--- src/rtl/fifo_uart_tx_pkg.sv ---
// Shared definitions for the FIFO-fed UART transmitter: data width, bit counter width and FSM states.
package fifo_uart_tx_pkg;

    localparam int unsigned UART_DATA_W = 8;
    localparam int unsigned BIT_CNT_W   = 3;

    typedef enum logic [2:0] {
        ST_IDLE  = 3'd0,
        ST_REQ   = 3'd1,
        ST_LOAD  = 3'd2,
        ST_START = 3'd3,
        ST_DATA  = 3'd4,
        ST_STOP  = 3'd5
    } state_t;

endpackage

--- src/rtl/fifo_uart_tx_baud_tick_gen.sv ---
// Bit-period counter: counts 0..CLKS_PER_BIT-1, pulses tick on the last count and pre_tick_c one count earlier.
module baud_tick_gen #(
    parameter int unsigned CLKS_PER_BIT = 16
) (
    input  logic clk,
    input  logic rst,
    input  logic clr,
    output logic tick,
    output logic pre_tick_c
);

    localparam int unsigned CNT_W = $clog2(CLKS_PER_BIT);

    logic [CNT_W-1:0] r_cnt;

    assign tick       = (r_cnt == CNT_W'(CLKS_PER_BIT - 1));
    assign pre_tick_c = (r_cnt == CNT_W'(CLKS_PER_BIT - 2));

    always_ff @(posedge clk) begin
        if (rst || clr || tick) begin
            r_cnt <= '0;
        end else begin
            r_cnt <= r_cnt + CNT_W'(1);
        end
    end

endmodule

--- src/rtl/fifo_uart_tx.sv ---
// Pops bytes from the upstream FIFO and serialises each as a UART 8N1/8N2 frame, LSB first.
module fifo_uart_tx
    import fifo_uart_tx_pkg::*;
#(
    parameter int unsigned CLKS_PER_BIT = 16,
    parameter int unsigned STOP_BITS    = 1
) (
    input  logic                   clk,
    input  logic                   rst,
    input  logic                   enable,
    input  logic                   fifo_ready,
    input  logic [UART_DATA_W-1:0] fifo_data,
    output logic                   fifo_rd,
    output logic                   tx,
    output logic                   busy,
    output logic                   byte_done
);

    localparam logic [BIT_CNT_W-1:0] LAST_DATA = BIT_CNT_W'(UART_DATA_W - 1);
    localparam logic [BIT_CNT_W-1:0] LAST_STOP = BIT_CNT_W'(STOP_BITS - 1);

    state_t                 r_state;
    logic [UART_DATA_W-1:0] r_shift;
    logic [BIT_CNT_W-1:0]   r_bit_cnt;
    logic                   w_tick;
    logic                   w_pre_tick;
    logic                   w_clr;

    baud_tick_gen #(
        .CLKS_PER_BIT (CLKS_PER_BIT)
    ) u_baud (
        .clk        (clk),
        .rst        (rst),
        .clr        (w_clr),
        .tick       (w_tick),
        .pre_tick_c (w_pre_tick)
    );

    // Restart the bit period whenever the FSM is about to change state.
    always_comb begin
        w_clr = 1'b0;
        case (r_state)
            ST_IDLE:          w_clr = enable & fifo_ready;
            ST_REQ, ST_LOAD:  w_clr = 1'b1;
            ST_START:         w_clr = w_tick;
            ST_DATA:          w_clr = w_tick && (r_bit_cnt == LAST_DATA);
            ST_STOP:          w_clr = w_tick && (r_bit_cnt == LAST_STOP);
            default:          w_clr = 1'b1;
        endcase
    end

    // Outputs are loaded with the value belonging to the cycle that follows each edge.
    always_ff @(posedge clk) begin
        if (rst) begin
            r_state   <= ST_IDLE;
            r_shift   <= '0;
            r_bit_cnt <= '0;
            fifo_rd   <= 1'b0;
            tx        <= 1'b1;
            busy      <= 1'b0;
            byte_done <= 1'b0;
        end else begin
            fifo_rd   <= 1'b0;
            byte_done <= 1'b0;
            case (r_state)
                ST_IDLE: begin
                    if (enable && fifo_ready) begin
                        r_state <= ST_REQ;
                        fifo_rd <= 1'b1;
                        busy    <= 1'b1;
                    end
                end
                ST_REQ: begin
                    r_state   <= ST_LOAD;
                    r_bit_cnt <= '0;
                end
                ST_LOAD: begin
                    r_state <= ST_START;
                    r_shift <= fifo_data;
                    tx      <= 1'b0;
                end
                ST_START: begin
                    if (w_tick) begin
                        r_state <= ST_DATA;
                        tx      <= r_shift[0];
                    end
                end
                ST_DATA: begin
                    if (w_tick) begin
                        r_shift   <= r_shift >> 1;
                        r_bit_cnt <= r_bit_cnt + BIT_CNT_W'(1);
                        if (r_bit_cnt == LAST_DATA) begin
                            r_state <= ST_STOP;
                            tx      <= 1'b1;
                        end else begin
                            tx      <= r_shift[1];
                        end
                    end
                end
                ST_STOP: begin
                    if (w_pre_tick && (r_bit_cnt == LAST_STOP)) begin
                        byte_done <= 1'b1;
                    end
                    if (w_tick) begin
                        if (r_bit_cnt == LAST_STOP) begin
                            r_state   <= ST_IDLE;
                            r_bit_cnt <= '0;
                            busy      <= 1'b0;
                        end else begin
                            r_bit_cnt <= r_bit_cnt + BIT_CNT_W'(1);
                        end
                    end
                end
                default: begin
                    r_state <= ST_IDLE;
                    tx      <= 1'b1;
                    busy    <= 1'b0;
                end
            endcase
        end
    end

endmodule

--- config.mk ---
export PLATFORM = sky130hd
export DESIGN_NAME = fifo_uart_tx
export DESIGN_NICKNAME = d
export VERILOG_FILES = /design/src/rtl/fifo_uart_tx_pkg.sv /design/src/rtl/fifo_uart_tx_baud_tick_gen.sv /design/src/rtl/fifo_uart_tx.sv
export SDC_FILE = /design/constraint.sdc
export NUM_CORES = 1
export LEC_CHECK = 0
export CAP_MARGIN = 20
export CORE_MARGIN = 3
export CORE_UTILIZATION = 35
export DETAILED_ROUTE_END_ITERATION = 7
export PLACE_DENSITY = 0.54
export SYNTH_ARGS = -nofsm -noshare
export SYNTH_HDL_FRONTEND = slang
export SYNTH_HIERARCHICAL = 1
export SYNTH_SLANG_ARGS = --single-unit
export TNS_END_PERCENT = 20
--- constraint.sdc ---
create_clock -name clk -period 5.75 [get_ports clk]
set_input_delay 1.15 -clock clk [delete_from_list [all_inputs] [get_ports clk]]
set_output_delay 1.15 -clock clk [all_outputs]
set_load 0.02 [all_outputs]
# Word-level counts from Yosys, hierarchy flattened

Cells that the tools add are included.

Output and inout port bits: 4
Register bits after elaboration: 22
Input bits: 12

$add $sub $neg: 2
Reduce and logical (&&, ||, !) cells: 19
Equal/unequal tests: 14
Bitwise operators: 5
Muxes and demuxes: 24

Operators with widths:

| operator                                       | count |
|---|---|
| 2-to-1 mux 3 bit                               | 9 |
| case mux 3 bit (6 select lines)                | 1 |
| case mux 8 bit (2 select lines)                | 1 |
| == test 3 bit (second input constant)          | 3 |
| case mux 3 bit (3 select lines)                | 1 |
| == test 4 bit (second input constant)          | 2 |
| 2-to-1 mux 1 bit                               | 8 |
| 2-to-1 mux 8 bit                               | 1 |
| case mux 1 bit (4 select lines)                | 2 |
| == test 3 x 2 -> 1 bit (second input constant) | 2 |
| logical NOT 3 bit                              | 2 |
| != test 2 x 1 -> 1 bit (second input constant) | 3 |
| != test 2 bit (second input constant)          | 3 |
| AND reduction 3 bit                            | 2 |
| AND reduction 6 bit                            | 1 |
| adder 4 x 1 -> 4 bit (second input constant)   | 1 |
| logical AND 1 bit                              | 4 |
| inverter 1 bit                                 | 4 |
| AND reduction 4 bit                            | 1 |
| OR reduction 2 bit                             | 2 |
| OR reduction 4 bit                             | 1 |
| adder 3 x 1 -> 3 bit (second input constant)   | 1 |
| == test 3 x 1 -> 1 bit (second input constant) | 1 |
| case mux 1 bit (3 select lines)                | 1 |
| other kinds (6)                                | 7 |

# Longest topological paths before layout

Gate-level depths: netlist of run 1.

Depth after elaboration: 5
Mapped depth: 8

# By module

Netlist of run 1, hierarchy kept.

By module, submodules not included:

| module        | cells an instance | seq. area each (um^2) | area each (um^2) | instances |
|---|---|---|---|---|
| fifo_uart_tx  | 116               | 360.3                 | 996.0            | 1 |
| baud_tick_gen | 17                | 80.1                  | 178.9            | 1 |

# Worst setup path after synthesis of run 1

OpenSTA, ideal clock, no wires.

Path type: input -> register
Start point: input port enable
End point: register u_baud.r_cnt[3]
Path buffers: 0
Library setup time: 62 ps
Arrival time: 1950 ps
Setup slack: 3738 ps
Stages: 6
Path through: nand2_1 > nand2_1 > nand3_1 > nand2_1 > or3_4 > nor2_2

Longest elaborated chain between the ends: 4

Ends and longest elaborated chain:

| what                            | line                             | source |
|---|---|---|
| start, declared                 | fifo_uart_tx.sv:10               | `input logic enable,` |
| bitwise AND 1 bit               | fifo_uart_tx.sv:43               | `ST_IDLE: w_clr = enable & fifo_ready;` |
| case mux 1 bit (4 select lines) | fifo_uart_tx.sv:42               | `case (r_state)` |
| via w_clr                       | fifo_uart_tx.sv:27               | `logic w_clr;` |
| logical OR 1 bit (2 in a row)   | fifo_uart_tx_baud_tick_gen.sv:20 | `if (rst \|\| clr \|\| tick) begin` |
| end signal, assigned            | fifo_uart_tx_baud_tick_gen.sv:23 | `r_cnt <= r_cnt + CNT_W'(1);` |
| end, declared                   | fifo_uart_tx_baud_tick_gen.sv:14 | `logic [CNT_W-1:0] r_cnt;` |

The timed path passes the listed nets, and every way through them passes these cells.
A chain may end at the register's enable or synchronous reset.

# Final worst setup path of run 1

Start point: register busy
End point: output port busy

RTL lines:

| what                   | line                | source |
|---|---|---|
| start, declared        | fifo_uart_tx.sv:15  | `output logic busy,` |
| start signal, assigned | fifo_uart_tx.sv:60  | `busy <= 1'b0;` |
| start signal, assigned | fifo_uart_tx.sv:70  | `busy <= 1'b1;` |
| start signal, assigned | fifo_uart_tx.sv:108 | `busy <= 1'b0;` |

No word-level cell between the ends.

==> results.tsv, run 1 <==
metric	value	unit
status	completed	
H-tree Lvls	1	
top cell family by delay on the critical path	buffers and inverters	
WHS	0.485	ns
Fmax achieved	407	MHz
final worst path period share	0.427	
Critical R2R Launch	u_baud/r_cnt[0]$_SDFF_PP0_	
Post-CTS Setup Repair Bufs	0	
Hold Path Cell Cnt	2	
Site Rows	20	
Post-Place Cell Area	1350	sq um
DR WL met3	113	microns
number of global-route vias before repair	943	
Met1 Wirelength	1150	microns
hold wc startpoint	r_shift[7]$_SDFFE_PP0P_	
Tmin final	2.46	ns
GRT Overall Usage	0.128	
top-level port count	16	
VDD IR max	0.176	mV
max cap viols	0	
footprint of the multi-input gates	682	sq um
slew margin rel.	0.408	
Post-Layout Inst Area	1380	sq um
initial antenna violation count	0	
total design power	537	uW
Fin. Hold Viols	0	
clock sinks	22	
Core ar.	3130	sq um
Iter 0 DRT Violations	34	
Total Wirelength	2330	microns
area growth from synthesis to layout	17.7	%
cells after synthesis	133	
crit path from	busy$_SDFFE_PP0P_	
Crit path depth	1	
grt total ovfl	0	
leakage	0.000475	uW
number of antenna diodes	0	
clock latency on the worst-skew pair	0.31	ns
1st-pass router iterations	4	
Slew @ Worst Pin	0.885	ns
CP peak stage delay	0.62	ns
first-pass GRT wire length	4240	microns
die span in x	63.9	microns
vias	963	
Reg area	440	sq um
final setup violation count	0	
Initial Utilization	0.376	
routability cong.	0.752	
Worst Setup Start Kind	flop	
Die Ht	63.9	microns
Nets	163	
crit path max-delay cell type	clkdlybuf4s50_1	
met2 WL post-DR	1030	microns
Post-Syn Area	1170	sq um
Reg clk slew, reported paths	0.12	ns
Routed WL per cell	12.3	microns
Max FO, Critical Path	3	
CP Data Required Time	4.60	ns
Ys Warns	6	
post-DP HPWL	1630	microns
pwr/cell area	388	nW/um^2
critical path class	flop to primary output	
CP Capture Type	primary output	
Final ANT Viol Nets	0	
Seq/Total Area, Yosys	0.375	
Reg2Reg Depth	6	
syn_nets	150	
share of post-route cells with drive strength above 1	0.124	
CTS tree	done	
buffers added on ports	15	
Hold WC Path Type	flop to flop	
crit-path cells	clkdlybuf4s50_1	
CTS resizes	0	
WP data arrival	1.31	ns
Slew Viols, Final	0	
unrepaired setup endpoints after global routing	no	
CTS Buf Count	3	
clock skew	0.00306	ns
Netlist cell types	38	
Fillers	326	
DRC errors left	0	
Root Driver	clkbuf_4	
largest net degree at the start of global routing	21	
Max Root-Sink Buffers	2	
FF+latch count, synth	22	
critical path buffer and inverter count	1	
top layer in use	met4	
Synth Area per Inst	8.83	sq um
cts hold-fix bufs	0	
DR vias/cell	5.10	
final setup TNS	0	ns
Die Area	4090	sq um
-- flip-flops by register name (all words and copies together), names as in the netlist --
| signal | count |
|---|---|
| tx | 1 |
| fifo_rd | 1 |
| u_baud/r_cnt | 4 |
| busy | 1 |
| r_state | 3 |
| byte_done | 1 |
| r_shift | 8 |
| r_bit_cnt | 3 |
-- power breakdown --
part	leakage [uW]	internal, uW	switching (uW)
clock	0.0000210	38.7	48.8
combinational	0.000275	101	108
sequential	0.000179	188	51.9
total	0.000475	328	209
-- Yosys cell counts, drive strengths merged --
library cell,instances,area share
a22oi,2,0.013
buf,4,0.019
nand2,5,0.016
a21oi,9,0.042
nor3,5,0.031
nor4b,1,0.0075
and2,1,0.0053
or3,1,0.0096
inv,5,0.016
nor2,20,0.066
and3,3,0.020
o21a,1,0.0064
dfxtp,22,0.37
clkbuf,3,0.0096
o21ai,5,0.021
o22ai,1,0.0053
nand3b,3,0.019
mux2i,7,0.060
nand4,1,0.0053
a21o,2,0.013
nor4,1,0.0053
nor2b,1,0.0053
xnor2,1,0.0075
a211oi,7,0.075
a31oi,2,0.011
xor2,1,0.0075
nand2b,7,0.037
nand3,4,0.017
a31o,1,0.0075
a32oi,1,0.0075
o22a,1,0.0075
ha,5,0.053
-- worst reg2reg max path, stage by stage, from the launching register on --
cell	delay, ns
dfxtp_1	0.40
ha_1	0.21
and3_4	0.26
nand3b_1	0.13
a21oi_2	0.63
nor2_1	0.12
a211oi_2	0.21
-- cells in the final DEF (no fill, tap or decap), types with 2 or more instances in the layout --
cell and n:
a21o_1 2, nand3b_1 3, ha_1 5, mux2i_1 7, nand3_1 4, o21ai_0 5, clkdlybuf4s50_1 15, inv_1 4
nor3_1 4, nor2_1 19, clkbuf_4 3, nand2b_1 7, a22oi_1 2, a31oi_1 2, a21oi_1 8, dfxtp_1 22
and3_1 2, nand2_1 5, a211oi_2 7
-- final cells by class --
class	instances	share of cell area
clock buffer	4	0.0262
inverter	5	0.0136
multi-input combinational	99	0.493
sequential	22	0.319
tap	44	0.0398
timing repair buffer	15	0.109
-- per-stage QoR --
step                      instances   util  setup slack [ns]
final                           189  0.442              3.29
after global routing            189  0.442              3.19
after CTS                       189  0.442              3.28
after detailed placement        185  0.430              2.96
after global placement          185  0.430              2.99
after floorplan                 133      -              3.74
-- path summary, 6_finish.rpt --
check | endpoint | slack [ns]
worst min-delay path | r_shift[7]$_SDFFE_PP0P_ | 0.48
worst max-delay path | busy | 3.29
worst min register to register | r_shift[7]$_SDFFE_PP0P_ | 0.48
worst max register to register | r_shift[2]$_SDFFE_PP0P_ | 3.70
-- metal layers --
metal  vias up  GRT usage
li1        498          -
met5         -          0
met4         0     0.0728
met3         4     0.0211
met1       442      0.175
met2        19      0.188
-- cells by family (layout without fill, tap and decap cells) --
group / count (synthesis) / count (layout) / share of synthesized area
xor gates and xnor gates: 2 / 2 / 0.0149
DFF: 22 / 22 / 0.375
adders and majority gates: 5 / 5 / 0.0532
buffers and inverters: 12 / 24 / 0.0447
muxes: 7 / 7 / 0.0596
and+or+nand+nor: 53 / 53 / 0.245
AOI/OAI and AO/OA: 32 / 32 / 0.208
Power figures use the tool's default switching activity.
==> inputs of run 2 (changes only) <==
- clock period: 5.75 -> 2.5 ns (I/O delays scaled with it)
==> results.tsv, run 2 (synthesized netlist as in run 1, its figures left out) <==
metric	value	unit
status	completed	
Reg area	440	sq um
final setup TNS	0	ns
first-pass GRT wire length	4050	microns
Post-Place Cell Area	1360	sq um
Critical R2R Launch	u_baud/r_cnt[0]$_SDFF_PP0_	
vias	945	
Slew Viols, Final	0	
buffers added on ports	15	
number of global-route vias before repair	884	
top-level port count	16	
crit path max-delay cell type	or3_4	
final worst path period share	0.772	
Nets	165	
max cap viols	0	
unrepaired setup endpoints after global routing	no	
Iter 0 DRT Violations	29	
number of antenna diodes	0	
GRT Overall Usage	0.124	
Final ANT Viol Nets	0	
Fillers	316	
Max Root-Sink Buffers	2	
clock latency on the worst-skew pair	0.31	ns
Site Rows	20	
clock sinks	22	
H-tree Lvls	1	
crit-path cells	ha_1 > and3_4 > and2_1 > a32oi_1 > nand2_1 > or3_4 > nor2_2	
Total Wirelength	2340	microns
Root Driver	clkbuf_4	
die span in x	63.9	microns
Post-Layout Inst Area	1410	sq um
DR vias/cell	4.95	
clock skew	0.00481	ns
Place WS	0.595	ns
initial antenna violation count	0	
Hold WC Path Type	flop to flop	
WHS	0.480	ns
Max FO, Critical Path	10	
Die Ht	63.9	microns
Setup WS post-layout	0.570	ns
Slew @ Worst Pin	0.523	ns
crit path from	u_baud/r_cnt[0]$_SDFF_PP0_	
WP data arrival	2.20	ns
routability cong.	0.792	
VDD IR max	0.357	mV
Routed WL per cell	12.2	microns
CTS Buf Count	3	
CP Capture Type	flop	
CTS tree	done	
Fin. Hold Viols	0	
Post-CTS Setup Repair Bufs	0	
Biggest register	r_shift	
post-DP HPWL	1720	microns
area growth from synthesis to layout	20.3	%
pwr/cell area	930	nW/um^2
footprint of the multi-input gates	682	sq um
CP Data Required Time	2.77	ns
Die Area	4090	sq um
Tmin final	1.93	ns
CTS resizes	0	
biggest regs	r_shift x8, u_baud/r_cnt x4	
top cell family by delay on the critical path	simple AND/OR/NAND/NOR gates	
hold wc startpoint	u_baud/r_cnt[0]$_SDFF_PP0_	
final setup violation count	0	
max FFs per register	8	
leading cell type in the layout, fill and taps excluded	dfxtp_1	
total design power	1320	uW
share of post-route cells with drive strength above 1	0.136	
cts hold-fix bufs	0	
Core ar.	3130	sq um
Worst Setup Start Kind	flop	
leakage	0.000492	uW
largest net degree at the start of global routing	17	
DRC errors left	0	
Reg clk slew, reported paths	0.13	ns
Fmax achieved	518	MHz
grt total ovfl	0	
CP peak stage delay	0.42	ns
Initial Utilization	0.376	
1st-pass router iterations	4	
most frequent cells in the layout	dfxtp_1 (22), nor2_1 (19), clkdlybuf4s50_1 (15)	
slew margin rel.	0.651	
critical path class	flop to flop	
critical path buffer and inverter count	0	
-- run 2: changes by cell type in the layout (fill, tap and decap cells not counted) --
cell       delta
buf_4         +2
bufinv_16     +1
clkbuf_8      -1
-- run 2: area by class of cell --
cell class / count / area share
Tap cell: 44 / 0.0389
Timing Repair Buffer: 17 / 0.117
Inverter: 5 / 0.0133
Clock inverter: 1 / 0.0212
Multi-Input combinational cell: 99 / 0.482
Clock buffer: 3 / 0.0159
Sequential cell: 22 / 0.312
-- run 2: final timing paths --
path	to	cells after the start	slack, ns
setup / recovery	u_baud/r_cnt[3]$_SDFF_PP0_	7	0.57
hold / removal	u_baud/r_cnt[0]$_SDFF_PP0_	1	0.48
setup reg to reg	u_baud/r_cnt[3]$_SDFF_PP0_	7	0.57
hold reg to reg	u_baud/r_cnt[0]$_SDFF_PP0_	1	0.48
-- run 2: where the power goes --
part / switching [uW] / leakage (uW) / internal, uW
registers: 117 / 0.000179 / 432
clock network: 111 / 0.0000279 / 162
logic: 253 / 0.000285 / 241
-- run 2: layer usage --
metal / global-route usage / wire length [microns]
met1: 0.155 / 1140
met2: 0.197 / 1060
met3: 0.0492 / 125
met4: 0.0296 / 9
met5: 0 / 0
-- run 2: through the flow --
step                 util  cells
floorplan               -    133
global placement    0.435    187
finish              0.452    191
global route        0.452    191
CTS                 0.452    191
detailed placement  0.435    187
